===== src/rtl/alu_pkg.sv =====
// Shared ALU opcode definitions used by the alu, the decoder and the arbiter.
package alu_pkg;

  localparam int unsigned ALU_OPW = 6;

  typedef logic [ALU_OPW-1:0] alu_op_t;

  localparam alu_op_t OP_ALU_ADD  = 6'd0;
  localparam alu_op_t OP_ALU_SUB  = 6'd1;
  localparam alu_op_t OP_ALU_AND  = 6'd2;
  localparam alu_op_t OP_ALU_OR   = 6'd3;
  localparam alu_op_t OP_ALU_XOR  = 6'd4;
  localparam alu_op_t OP_ALU_SLL  = 6'd5;
  localparam alu_op_t OP_ALU_SRL  = 6'd6;
  localparam alu_op_t OP_ALU_SRA  = 6'd7;
  localparam alu_op_t OP_ALU_SLT  = 6'd8;
  localparam alu_op_t OP_ALU_SLTU = 6'd9;

  typedef enum logic [0:0] {StEmpty, StFull} rsp_state_e;

endpackage


===== src/rtl/alu.sv =====
// Single-cycle combinational ALU; undefined opcodes yield zero.
module alu
  import alu_pkg::*;
#(
  parameter int WIDTH = 32
) (
  input  alu_op_t          op,
  input  logic [WIDTH-1:0] a,
  input  logic [WIDTH-1:0] b,
  output logic [WIDTH-1:0] result
);

  logic [4:0] shamt;
  assign shamt = b[4:0];

  always_comb begin
    result = '0;
    case (op)
      OP_ALU_ADD:  result = a + b;
      OP_ALU_SUB:  result = a - b;
      OP_ALU_AND:  result = a & b;
      OP_ALU_OR:   result = a | b;
      OP_ALU_XOR:  result = a ^ b;
      OP_ALU_SLL:  result = a << shamt;
      OP_ALU_SRL:  result = a >> shamt;
      OP_ALU_SRA:  result = $unsigned($signed(a) >>> shamt);
      OP_ALU_SLT:  result = {{(WIDTH-1){1'b0}}, $signed(a) < $signed(b)};
      OP_ALU_SLTU: result = {{(WIDTH-1){1'b0}}, a < b};
      default:     result = '0;
    endcase
  end

endmodule


===== src/rtl/alu_arbiter.sv =====
// Round-robin arbiter sharing one ALU between two requesters, with a
// one-entry registered response buffer.
module alu_arbiter
  import alu_pkg::*;
#(
  parameter int WIDTH = 32,
  parameter int OPW   = 6
) (
  input  logic             i_clk,
  input  logic             i_rst,
  input  logic [1:0]       i_req_valid,
  output logic [1:0]       o_req_ready,
  input  logic [OPW-1:0]   i_req0_op,
  input  logic [OPW-1:0]   i_req1_op,
  input  logic [WIDTH-1:0] i_req0_a,
  input  logic [WIDTH-1:0] i_req0_b,
  input  logic [WIDTH-1:0] i_req1_a,
  input  logic [WIDTH-1:0] i_req1_b,
  output logic             o_rsp_valid,
  input  logic             i_rsp_ready,
  output logic             o_rsp_id,
  output logic [WIDTH-1:0] o_rsp_result
);

  rsp_state_e       state_q;
  logic             last_q;
  logic             rsp_id_q;
  logic [WIDTH-1:0] result_q;

  logic             can_accept;
  logic             grant;
  logic             grant_valid;
  logic             xfer;
  alu_op_t          alu_op;
  logic [WIDTH-1:0] alu_a;
  logic [WIDTH-1:0] alu_b;
  logic [WIDTH-1:0] alu_result;

  // Output buffer may drain and refill in the same cycle.
  assign can_accept = (state_q == StEmpty) || i_rsp_ready;

  always_comb begin
    grant       = 1'b0;
    grant_valid = |i_req_valid;
    case (i_req_valid)
      2'b01:   grant = 1'b0;
      2'b10:   grant = 1'b1;
      2'b11:   grant = ~last_q;
      default: grant = 1'b0;
    endcase
  end

  always_comb begin
    o_req_ready = 2'b00;
    if (can_accept && grant_valid && !i_rst) begin
      o_req_ready = grant ? 2'b10 : 2'b01;
    end
  end

  assign xfer   = |o_req_ready;
  assign alu_op = alu_op_t'(grant ? i_req1_op : i_req0_op);
  assign alu_a  = grant ? i_req1_a : i_req0_a;
  assign alu_b  = grant ? i_req1_b : i_req0_b;

  alu #(
    .WIDTH (WIDTH)
  ) u_alu (
    .op     (alu_op),
    .a      (alu_a),
    .b      (alu_b),
    .result (alu_result)
  );

  always_ff @(posedge i_clk) begin
    if (i_rst) begin
      state_q  <= StEmpty;
      last_q   <= 1'b1;
      rsp_id_q <= 1'b0;
      result_q <= '0;
    end else begin
      case (state_q)
        StEmpty: begin
          if (xfer) begin
            state_q  <= StFull;
            last_q   <= grant;
            rsp_id_q <= grant;
            result_q <= alu_result;
          end
        end
        StFull: begin
          if (xfer) begin
            last_q   <= grant;
            rsp_id_q <= grant;
            result_q <= alu_result;
          end else if (i_rsp_ready) begin
            state_q <= StEmpty;
          end
        end
        default: state_q <= StEmpty;
      endcase
    end
  end

  assign o_rsp_valid  = (state_q == StFull);
  assign o_rsp_id     = rsp_id_q;
  assign o_rsp_result = result_q;

endmodule


===== config.mk =====
export PLATFORM = sky130hd
export DESIGN_NAME = alu_arbiter
export DESIGN_NICKNAME = d
export VERILOG_FILES = /design/src/rtl/alu_pkg.sv /design/src/rtl/alu.sv /design/src/rtl/alu_arbiter.sv
export SDC_FILE = /design/constraint.sdc
export NUM_CORES = 1
export LEC_CHECK = 0
export CELL_PAD_IN_SITES_DETAIL_PLACEMENT = 1
export CELL_PAD_IN_SITES_GLOBAL_PLACEMENT = 1
export CORE_MARGIN = 2
export CORE_UTILIZATION = 45
export DETAILED_ROUTE_END_ITERATION = 6
export PLACE_DENSITY_LB_ADDON = 0.08
export SLEW_MARGIN = 20
export SYNTH_ARGS = -nofsm -noshare
export SYNTH_HDL_FRONTEND = slang
export SYNTH_SLANG_ARGS = --single-unit

===== constraint.sdc =====
create_clock -name i_clk -period 11.45 [get_ports i_clk]
set_input_delay 2.8625 -clock i_clk [delete_from_list [all_inputs] [get_ports i_clk]]
set_output_delay 2.8625 -clock i_clk [all_outputs]
set_load 0.02 [all_outputs]

==> key figures, run 1 <==
Run
  • Maximum capacitance violations: 0

Timing
  • Final min period: about 8.3 ns
  • Crit path setup slack, layout: between 3 and 4 ns
  • WHS: ~0.49 ns
  • Remaining max-slew budget at the tightest pin: 22.30%
  • Max Freq: between 100 and 150 MHz
  • Setup Viol. Count Final: 0
  • Final max-slew violation count: 0
  • Setup tns final: 0 ns
  • Setup repair after global routing missed its margin: no
  • Count of final hold-check violations: 0
  • Slew at the pin closest to its max-slew limit: approximately 1.2 ns
  • Final cycle utilization of the critical path: 72.23%
  • Setup Skew: between 0.01 and 0.015 ns

Global route
  • Number of antenna violations at the first check in global routing: 5
  • Via count of the first global-routing pass: between 15000 and 20000
  • Overall track demand over capacity in global routing: 47.78%
  • Overflow left after global routing: 0
  • First-pass GRT wire length: 110100 microns
  • Maximum number of pins on one net before global-route repair: 83

Power and ir drop
  • Power per standard cell area: between 80 and 90 mW/mm^2
  • Worst IR Drop VDD: 0.00005753 V
  • LEAKAGE: 6.363 nW

Logic synthesis
  • Nets in the synthesized netlist: roughly 2100
  • Post-synthesis cell type with the largest combined area: sky130_fd_sc_hd__mux2i_1
  • Mean instance size in the synthesized netlist: approximately 6.8 sq um
  • Register bit total from synthesis: 35
  • Number of enable flip-flop cells after synthesis: 0
  • Cell count after synthesis: roughly 1900
  • Top area cells in the synthesized netlist: sky130_fd_sc_hd__mux2i_1 (16%), sky130_fd_sc_hd__ha_1 (9.5%), sky130_fd_sc_hd__nand2_1 (9.1%)
  • Main flop type after synthesis: sky130_fd_sc_hd__dfxtp_1
  • Area share of the largest cell type after synthesis: 16.25%
  • Area of the mapped netlist: 0.01293 sq mm
  • Async set-reset flop share out of synthesis: 0%
  • Post-synthesis sequential area ratio: 5.418%
  • Yosys warnings: 0
  • Netlist cell types: 91

Routing
  • Post-detailed-routing wire length: 74720 microns
  • Residual antenna-violating net count after detailed routing: 0
  • Vias after detailed routing: around 17000
  • First-pass DRT Iterations: 6
  • Iteration-0 DRC Markers: approximately 2200
  • Avg WL per Cell: approximately 32 microns
  • Residual DRC count: 0
  • Via-to-Cell Ratio: a little over 7

Clock tree
  • Clock tree from TritonCTS: built
  • Buffer count from post-CTS setup fixing: 0
  • Hold-fix buffers, CTS: 0
  • H-Tree Level Count: 2
  • CTS-repair resized insts: 0
  • Clock buffers created by TritonCTS: 5
  • Insertion delay to the later sink of the worst-skew pair: around 0.31 ns
  • Clk slew on worst S/H paths: approximately 0.07 ns
  • Buffers from clock root to sink, at most: 2
  • CTS root buffer: sky130_fd_sc_hd__clkbuf_16
  • Sink Count: 35

Placement
  • Placed cell count: around 2400
  • Dpl cell area: between 0.01 and 0.015 sq mm
  • Dpl ws: between 3 and 4 ns
  • Quantity of I/O buffers inserted on ports: 180
  • Sum of net half-perimeters after detailed placement: between 50000 and 60000 microns
  • Final weighted congestion in routability-driven placement: 1.057

Final layout
  • Net count of the finished layout: around 2200
  • Final instance count without filler cells: ~2400
  • Layout-stage area growth over the synthesis result: 15.99%
  • Fraction of layout instances using a drive strength above 1: approximately 6.7%
  • Design Area, Final: ~0.015 sq mm

Outcome
  • Status: finished, final reports clean

Hold path
  • Hold WC Path Type: flop to flop

Worst setup path
  • Critical Path RT: about 12 ns
  • Crit path arrival time: 8.47 ns
  • Crit Path Class: input pin to flop
  • Kind of end point of the critical path: flop
  • Max FO, Critical Path: 37
  • Worst setup SP type: input pin

Floorplanning
  • Width of the die: approximately 170 microns
  • Die Span Y: 173.5 microns
  • Starting Density: 45.42%
  • Die footprint: ~0.03 sq mm
  • Row count: 62
  • Core Area: 0.02847 sq mm
  • Io pins: 181
## cell families after synthesis
| logic type | Yosys count | share of synthesized area, % |
|---|---|---|
| flip-flops | 35 | 5.418 |
| multiplexers | 259 | 21.19 |
| XOR/XNOR | 8 | 0.5418 |
| AO/OA/AOI/OAI | 611 | 32.20 |
| adder cells (fa/ha/maj) | 100 | 9.791 |
| AND/OR/NAND/NOR | 641 | 22.20 |
| buffers and inverters | 241 | 8.659 |
## critical path, cell delays in order
cell,delay (ns)
sky130_fd_sc_hd__clkdlybuf4s50_1,0.60
sky130_fd_sc_hd__a21bo_4,0.46
sky130_fd_sc_hd__buf_4,0.55
sky130_fd_sc_hd__mux2i_4,0.68
sky130_fd_sc_hd__ha_1,0.46
sky130_fd_sc_hd__nor3b_1,0.16
sky130_fd_sc_hd__a2111oi_4,0.48
sky130_fd_sc_hd__nand3_1,0.23
sky130_fd_sc_hd__a31oi_1,0.49
sky130_fd_sc_hd__a21oi_1,0.29
sky130_fd_sc_hd__a2111oi_0,0.60
sky130_fd_sc_hd__nor4_1,0.10
sky130_fd_sc_hd__or3_1,0.36
sky130_fd_sc_hd__o311ai_1,0.08
## cells in the mapped netlist (all sizes together), types with 35 or more instances
master	number
a211oi	37
a21oi	145
buf	89
clkbuf	52
dfxtp	35
ha	98
inv	99
mux2	42
mux2i	211
nand2	314
nand3	53
nor2	121
nor3	46
o21ai	120
## cell usage in the layout, fill, tap and decap left out, drive strengths merged, types with 10 or more instances in the layout
cell and count:
clkdlybuf4s50 178, nand3 53, buf 36, ha 98, mux2 42, nor4 11, a222oi 13, and2 10
o22ai 21, o211ai 31, a21o 34, a21oi 145, o31ai 16, a31oi 23, nand2 314, nor3 46
a221oi 21, o21ai 120, mux2i 211, inv 99, a22oi 18, dfxtp 35, nand2b 12, a211oi 37
nor2b 22, nor2 121, o21bai 14, a2111oi 10
## metrics by stage
stage	power [mW]	utilization, %
after floorplan	0.7236	-
after global placement	1.023	52.04
after detailed placement	1.060	52.04
after CTS	1.245	52.65
after global routing	1.339	52.68
final	1.292	52.69
## flip-flops by register name, summed over array words and instances, names as in the netlist
signal        cells
o_rsp_result     32
last_q            1
o_rsp_id          1
o_rsp_valid       1
## worst paths after layout
kind | from | endpoint | slack, ns | depth (start not counted)
worst max-delay path | i_req_valid[0] | o_rsp_result[31]$_SDFFE_PP0P_ | 3.18 | 14
worst min-delay path | o_rsp_id$_SDFFE_PP0P_ | o_rsp_id$_SDFFE_PP0P_ | 0.49 | 1
worst max register to register | last_q$_SDFFE_PP1P_ | o_rsp_result[31]$_SDFFE_PP0P_ | 5.94 | 13
worst min register to register | o_rsp_id$_SDFFE_PP0P_ | o_rsp_id$_SDFFE_PP0P_ | 0.49 | 1
## report_power, final
group          internal, mW  switching (mW)  total (mW)  leakage, nW
combinational         0.323           0.650       0.973         5.99
sequential            0.127         0.00576       0.133        0.284
clock                 0.109          0.0762       0.185       0.0869
total                 0.559           0.732        1.29         6.36
## metal layers
metal	global-route usage [%]	vias up	part of all wire [%]
met2	76.60	1212	44
li1	-	7194	-
met1	55.76	8185	37
met4	36.86	4	9.2
met3	10.09	415	9.6
met5	0	-	0.031
## final cells by class
type / count / area (sq um)
Fill cell: 3711 / 13470
Timing Repair Buffer: 214 / 2062
Inverter: 100 / 380.4
Sequential cell: 35 / 700.7
Clock inverter: 2 / 35.03
Antenna cell: 1 / 2.502
Multi-Input combinational cell: 1619 / 11200
Tap cell: 384 / 480.5
Clock buffer: 6 / 138.9
Power figures use the tool's default switching activity.
==> run 2: changes to the inputs <==
--- a/config.mk
+++ b/config.mk
@@ -8,7 +8,7 @@
 export CELL_PAD_IN_SITES_DETAIL_PLACEMENT = 1
 export CELL_PAD_IN_SITES_GLOBAL_PLACEMENT = 1
 export CORE_MARGIN = 2
-export CORE_UTILIZATION = 45
+export CORE_UTILIZATION = 37
 export DETAILED_ROUTE_END_ITERATION = 6
 export PLACE_DENSITY_LB_ADDON = 0.08
 export SLEW_MARGIN = 20
==> constraint.sdc (replaced) <==
create_clock -name i_clk -period 6.8 [get_ports i_clk]
set_input_delay 1.7 -clock i_clk [delete_from_list [all_inputs] [get_ports i_clk]]
set_output_delay 1.7 -clock i_clk [all_outputs]
set_load 0.02 [all_outputs]
==> run 2 against run 1 <==
Net effect:
- largest power group unchanged
- first-iteration DRC count decreased by 22%
- worst hold slack got worse by 0.019 ns
- combinational power increased by 71%
- largest cell class unchanged
- highest routed layer is now met4
- the run now ends with design-rule violations left
- utilization decreased by 7.6 points
- clock-buffer cell count increased by 2
==> key figures, run 2 (synthesis gave the netlist of run 1 again) <==
Outcome
  • Status: finished with violations
  • Failing checks: design-rule violations

Global route
  • Overall track demand over capacity in global routing: between 30% and 40%
  • Maximum number of pins on one net before global-route repair: 65
  • Overflow left after global routing: 0
  • First-pass GRT wire length: about 110000 microns
  • Via count of the first global-routing pass: about 16000
  • Number of antenna violations at the first check in global routing: 0

Routing
  • Residual DRC count: 9
  • Avg WL per Cell: between 20 and 30 microns
  • Via-to-Cell Ratio: around 6.5
  • Residual antenna-violating net count after detailed routing: 0
  • Post-detailed-routing wire length: 73350 microns
  • Vias after detailed routing: approximately 16000
  • Iteration-0 DRC Markers: approximately 1700
  • First-pass DRT Iterations: 7

Final layout
  • Max FFs per register: 32
  • Number of diodes added for antenna fixing: 0
  • Layout-stage area growth over the synthesis result: 20.14%
  • Core Util, Final: ~45%
  • Net count of the finished layout: ~2300
  • Fraction of layout instances using a drive strength above 1: a little under a tenth
  • Most frequent standard cell in the layout excluding fill and tap cells: sky130_fd_sc_hd__nand2_1
  • Filler cell count: between 4000 and 5000
  • Most frequent cells in the layout: sky130_fd_sc_hd__nand2_1 (314), sky130_fd_sc_hd__mux2i_1 (208), sky130_fd_sc_hd__clkdlybuf4s50_1 (178), sky130_fd_sc_hd__a21oi_1 (144), sky130_fd_sc_hd__nor2_1 (120)

Power and ir drop
  • Power per standard cell area: between 100 and 150 mW/mm^2
  • Power after layout: 2.165 mW
  • Worst IR Drop VDD: between 0.00009 and 0.0001 V
  • LEAKAGE: approximately 6.6 nW

Timing
  • Max Freq: between 150 and 200 MHz
  • Crit path setup slack, layout: roughly 0.42 ns
  • Final cycle utilization of the critical path: a little over nine tenths
  • Final min period: approximately 6.4 ns
  • Final max-slew violation count: 0
  • Setup Viol. Count Final: 0
  • Remaining max-slew budget at the tightest pin: ~34%
  • Setup tns final: 0 ns
  • Setup Skew: slightly above 0.009 ns
  • Slew at the pin closest to its max-slew limit: 0.9765 ns
  • WHS: about 0.47 ns
  • Count of final hold-check violations: 0
  • Setup repair after global routing missed its margin: no

Worst setup path
  • Max FO, Critical Path: 14
  • FF-to-FF path depth: 14
  • Critical-path cell with the highest stage delay: sky130_fd_sc_hd__a21boi_4
  • Bufs and invs on worst path: 3
  • Critical Path RT: 7.03 ns
  • Slack of the worst reg-to-reg path: a little under 2 ns
  • Kind of end point of the critical path: flop
  • Worst setup SP type: input pin
  • Crit Path Class: input pin to flop
  • Largest stage delay on the critical path: 0.65 ns
  • Crit path arrival time: between 6 and 7 ns
  • Reg-to-Reg End: o_rsp_result[28]$_SDFFE_PP0P_
  • Worst path cell trace: clkdlybuf4s50_1 -> a21boi_4 -> buf_4 -> mux2i_1 -> inv_1 -> ha_1 -> nand4_1 -> or4_1 -> a21o_1 -> nand3_1 -> o21ai_1 -> o31ai_1 -> a41oi_1 -> mux2_2 -> o211ai_1
  • Reg2Reg Launch Point: last_q$_SDFFE_PP1P_
  • Top delay family on crit path: compound AO/OA/AOI/OAI gates

Clock tree
  • Clock tree from TritonCTS: built
  • Clk slew on worst S/H paths: 0.07 ns
  • CTS-repair resized insts: 0
  • H-Tree Level Count: 2
  • Clock buffers created by TritonCTS: 5
  • Buffers from clock root to sink, at most: 2
  • Insertion delay to the later sink of the worst-skew pair: roughly 0.32 ns
  • Sink Count: 35
  • Buffer count from post-CTS setup fixing: 0
  • Hold-fix buffers, CTS: 0
  • CTS root buffer: sky130_fd_sc_hd__clkbuf_16

Floorplanning
  • Row count: slightly below 70
  • Core Area: between 0.03 and 0.04 sq mm
  • Io pins: 181
  • Width of the die: 191.0 microns
  • Die footprint: around 0.036 sq mm
  • Starting Density: a little under two fifths
  • Die Span Y: 191.0 microns

Placement
  • Dpl ws: roughly 0.26 ns
  • Final weighted congestion in routability-driven placement: 0.9963
  • Sum of net half-perimeters after detailed placement: 59140 microns
  • Quantity of I/O buffers inserted on ports: 180

Hold path
  • Hold depth: 2
  • Hold WC Path Type: flop to flop
  • Worst hold path startpoint: o_rsp_result[7]$_SDFFE_PP0P_
  • WHS Endpoint: o_rsp_result[7]$_SDFFE_PP0P_

Run
  • Maximum capacitance violations: 0
[run 2: cell types whose count changed in the layout (fill, tap and decap cells not counted), sizes merged]
cell	delta
clkbuf	+2
clkinv	-1
bufinv	-1
buf	+60
diode	-1
[run 2: how the worst max path moves through the flow]
stage / depth (start not counted) / to / start
after floorplan: 21 / o_rsp_result[22]$_SDFFE_PP0P_ / i_req_valid[1]
after global placement: 15 / o_rsp_result[28]$_SDFFE_PP0P_ / i_req_valid[1]
after detailed placement: 15 / o_rsp_result[28]$_SDFFE_PP0P_ / i_req_valid[1]
after CTS: 15 / o_rsp_result[28]$_SDFFE_PP0P_ / i_req_valid[1]
after global routing: 15 / o_rsp_result[28]$_SDFFE_PP0P_ / i_req_valid[0]
final: 15 / o_rsp_result[28]$_SDFFE_PP0P_ / i_req_valid[1]
[run 2: metrics by stage]
| step | cells | instance area, sq um |
|---|---|---|
| 2_1_floorplan | 1895 | 12930 |
| 3_3_place_gp | 2483 | 15380 |
| 3_5_place_dp | 2483 | 15380 |
| 4_1_cts | 2491 | 15540 |
| 5_1_grt | 2491 | 15540 |
| 6_report | 2491 | 15540 |
[run 2: metal layers]
layer  wire [microns]  vias up  global-route usage, %
met5                0        -                      0
met4             4503        0                  21.17
met3             4804      181                  4.773
met2            33040      714                  64.19
met1            31010     8102                  50.71
li1                 -     7304                      -
[run 2: layout make-up]
class	instances	area, sq um	share of cell area (%)
multi-input combinational	1619	11190	72.04
inverter	100	380.4	2.448
clock buffer	8	156.4	1.007
tap	455	569.3	3.664
timing repair buffer	274	2537	16.33
sequential	35	700.7	4.510
[run 2: worst min-delay path: stages, from the launching register on]
cell and delay (ns):
sky130_fd_sc_hd__dfxtp_1 0.33, sky130_fd_sc_hd__nand2_1 0.05, sky130_fd_sc_hd__o21ai_0 0.06
[run 2: report_power, final]
group / switching, mW / total (mW) / internal [mW]
clock: 0.125 / 0.282 / 0.157
sequential: 0.00810 / 0.222 / 0.214
combinational: 1.08 / 1.66 / 0.581
total: 1.21 / 2.17 / 0.952
==> run 3: changes to the inputs <==
--- a/config.mk
+++ b/config.mk
@@ -11,6 +11,7 @@
 export CORE_UTILIZATION = 37
 export DETAILED_ROUTE_END_ITERATION = 6
 export PLACE_DENSITY_LB_ADDON = 0.08
+export RECOVER_POWER = 100
 export SLEW_MARGIN = 20
 export SYNTH_ARGS = -nofsm -noshare
 export SYNTH_HDL_FRONTEND = slang
==> run 3 against run 2 <==
Net effect:
- the run now ends clean
- cell area is 0.31% lower
- sequential power about the same
- clock skew increased by 0.00064 ns
- first-iteration DRC count down 0.71%
- global-route usage unchanged
- critical path depth is 2 lower
- via count shrank 0.33%
- fmax down 0.33%
- largest cell class unchanged
- highest routed layer unchanged
==> key figures, run 3 (synthesis gave the netlist of run 1 again) <==
Outcome
  • Status: finished, final reports clean

Routing
  • Avg WL per Cell: between 20 and 30 microns
  • Residual antenna-violating net count after detailed routing: 0
  • Post-detailed-routing wire length: 73230 microns
  • Via-to-Cell Ratio: about 6.5
  • Residual DRC count: 0
  • Vias after detailed routing: 16250
  • Iteration-0 DRC Markers: ~1700
  • First-pass DRT Iterations: 7

Global route
  • Via count of the first global-routing pass: around 16000
  • Overflow left after global routing: 0
  • Number of antenna violations at the first check in global routing: 0
  • Maximum number of pins on one net before global-route repair: 65
  • Overall track demand over capacity in global routing: 39.45%
  • First-pass GRT wire length: between 100000 and 150000 microns

Power and ir drop
  • Internal power component: 941.6 uW
  • Switching power of the nets: approximately 1.2 mW
  • Worst IR Drop VDD: 0.00009548 V
  • Share of total power consumed by net switching: 56.26%
  • Power after layout: 2.153 mW
  • Power per standard cell area: between 100 and 150 mW/mm^2
  • Share of total power in sequential cells: 10.3%
  • Share of power burned in the clock network: between 10% and 20%
  • Combinational group share of total power: between 70% and 80%
  • LEAKAGE: 6.723 nW

Final layout
  • Final instance count without filler cells: 2491
  • Most frequent cells in the layout: sky130_fd_sc_hd__nand2_1 (314), sky130_fd_sc_hd__mux2i_1 (208), sky130_fd_sc_hd__a21oi_1 (144), sky130_fd_sc_hd__clkdlybuf4s50_1 (144), sky130_fd_sc_hd__nor2_1 (120)
  • Design Area, Final: about 0.015 sq mm
  • Most frequent standard cell in the layout excluding fill and tap cells: sky130_fd_sc_hd__nand2_1
  • Net count of the finished layout: roughly 2300
  • Max FFs per register: 32
  • Number of diodes added for antenna fixing: 0
  • Layout-stage area growth over the synthesis result: 19.77%
  • Fraction of layout instances using a drive strength above 1: 8.792%
  • Core Util, Final: 44.95%

Timing
  • Slew at the pin closest to its max-slew limit: 1.020 ns
  • Final min period: approximately 6.4 ns
  • Setup Skew: around 0.0097 ns
  • Setup Viol. Count Final: 0
  • Remaining max-slew budget at the tightest pin: between 30% and 40%
  • Max Freq: roughly 160 MHz
  • Count of final hold-check violations: 0
  • Setup tns final: 0 ns
  • Setup repair after global routing missed its margin: no
  • Final max-slew violation count: 0
  • Final cycle utilization of the critical path: 94.19%

Worst setup path
  • Worst path cell trace: clkdlybuf4s50_1 -> a21boi_4 -> mux2_1 -> buf_4 -> inv_1 -> clkbuf_2 -> buf_4 -> mux2i_1 -> mux2i_1 -> a221oi_2 -> o221ai_2 -> a221oi_2 -> o311ai_1
  • Crit Path Class: input pin to flop
  • Largest stage delay on the critical path: roughly 0.76 ns
  • Max FO, Critical Path: 34
  • Critical Path RT: around 7.0 ns
  • Kind of end point of the critical path: flop
  • Worst setup SP type: input pin
  • Crit path arrival time: around 6.6 ns
  • Critical-path cell with the highest stage delay: sky130_fd_sc_hd__clkbuf_2

Clock tree
  • Buffers from clock root to sink, at most: 2
  • Insertion delay to the later sink of the worst-skew pair: between 0.3 and 0.4 ns
  • Clock buffers created by TritonCTS: 5
  • Hold-fix buffers, CTS: 0
  • CTS-repair resized insts: 0
  • CTS root buffer: sky130_fd_sc_hd__clkbuf_16
  • Clock tree from TritonCTS: built
  • Buffer count from post-CTS setup fixing: 0
  • Sink Count: 35
  • H-Tree Level Count: 2
  • Clk slew on worst S/H paths: approximately 0.07 ns

Placement
  • Placed cell count: 2483
  • Final weighted congestion in routability-driven placement: approximately 1.0
  • Dpl cell area: 0.01538 sq mm
  • Sum of net half-perimeters after detailed placement: 59140 microns
  • Quantity of I/O buffers inserted on ports: 180

Floorplanning
  • Die footprint: 0.03646 sq mm
  • Starting Density: a little under two fifths
  • Width of the die: 191.0 microns
  • Die Span Y: about 190 microns
  • Io pins: roughly 180
  • Core Area: around 0.034 sq mm
  • Row count: 68

Hold path
  • Hold WC Path Type: flop to flop

Run
  • Maximum capacitance violations: 0
==> run 3: changes by cell type in the layout (fill, tap and decap cells not counted), moves of 2 or more <==
cell / before / now
sky130_fd_sc_hd__clkdlybuf4s50_1: 178 / 144
sky130_fd_sc_hd__mux2_1: 0 / 2
sky130_fd_sc_hd__clkbuf_1: 1 / 8
sky130_fd_sc_hd__buf_4: 92 / 84
sky130_fd_sc_hd__dlygate4sd3_1: 0 / 34
==> run 3: final timing paths <==
kind                                        end  cells after the start                          from  slack, ns
hold reg to reg    o_rsp_result[7]$_SDFFE_PP0P_                      2  o_rsp_result[7]$_SDFFE_PP0P_       0.46
setup / recovery  o_rsp_result[29]$_SDFFE_PP0P_                     13                i_req_valid[1]       0.40
hold / removal     o_rsp_result[7]$_SDFFE_PP0P_                      2  o_rsp_result[7]$_SDFFE_PP0P_       0.46
setup reg to reg  o_rsp_result[29]$_SDFFE_PP0P_                     12           last_q$_SDFFE_PP1P_       1.97
==> run 3: critical path: cells and delay by family <==
| family | cells | cell delay [ns] |
|---|---|---|
| compound gates | 5 | 1.67 |
| buf+inv | 5 | 2.06 |
| mux | 3 | 1.11 |
==> run 3: metal layers <==
metal / track usage, % / routed length [microns] / vias to the layer above / share of wire [%]
met5: 0 / 0 / - / 0
met4: 21.17 / 4578 / 0 / 6.3
met3: 4.773 / 4676 / 192 / 6.4
met2: 64.19 / 32940 / 711 / 45
met1: 50.71 / 31040 / 8038 / 42
li1: - / - / 7307 / -
==> run 3: cell type report <==
class / count / area, sq um
fill: 4426 / 18970
multi-input combinational: 1619 / 11170
tap: 455 / 569.3
sequential: 35 / 700.7
timing repair buffer: 274 / 2509
clock buffer: 8 / 156.4
inverter: 100 / 380.4
==> run 3: stage by stage <==
stage,hold slack (ns),setup slack [ns]
final,0.4602,0.3954
after global routing,0.4706,0.09086
after CTS,0.4741,0.5744
after detailed placement,0.4513,0.2616
after global placement,0.4356,0.4067
after floorplan,0.4515,0.9210
==> run 3: power by group through the flow <==
stage	sequential [mW]	combinational (mW)	clock (mW)
6_report	0.222	1.65	0.283
5_1_grt	0.223	1.75	0.290
4_1_cts	0.223	1.62	0.283
3_5_place_dp	0.227	1.61	0
3_3_place_gp	0.227	1.59	0
2_1_floorplan	0.235	0.984	0
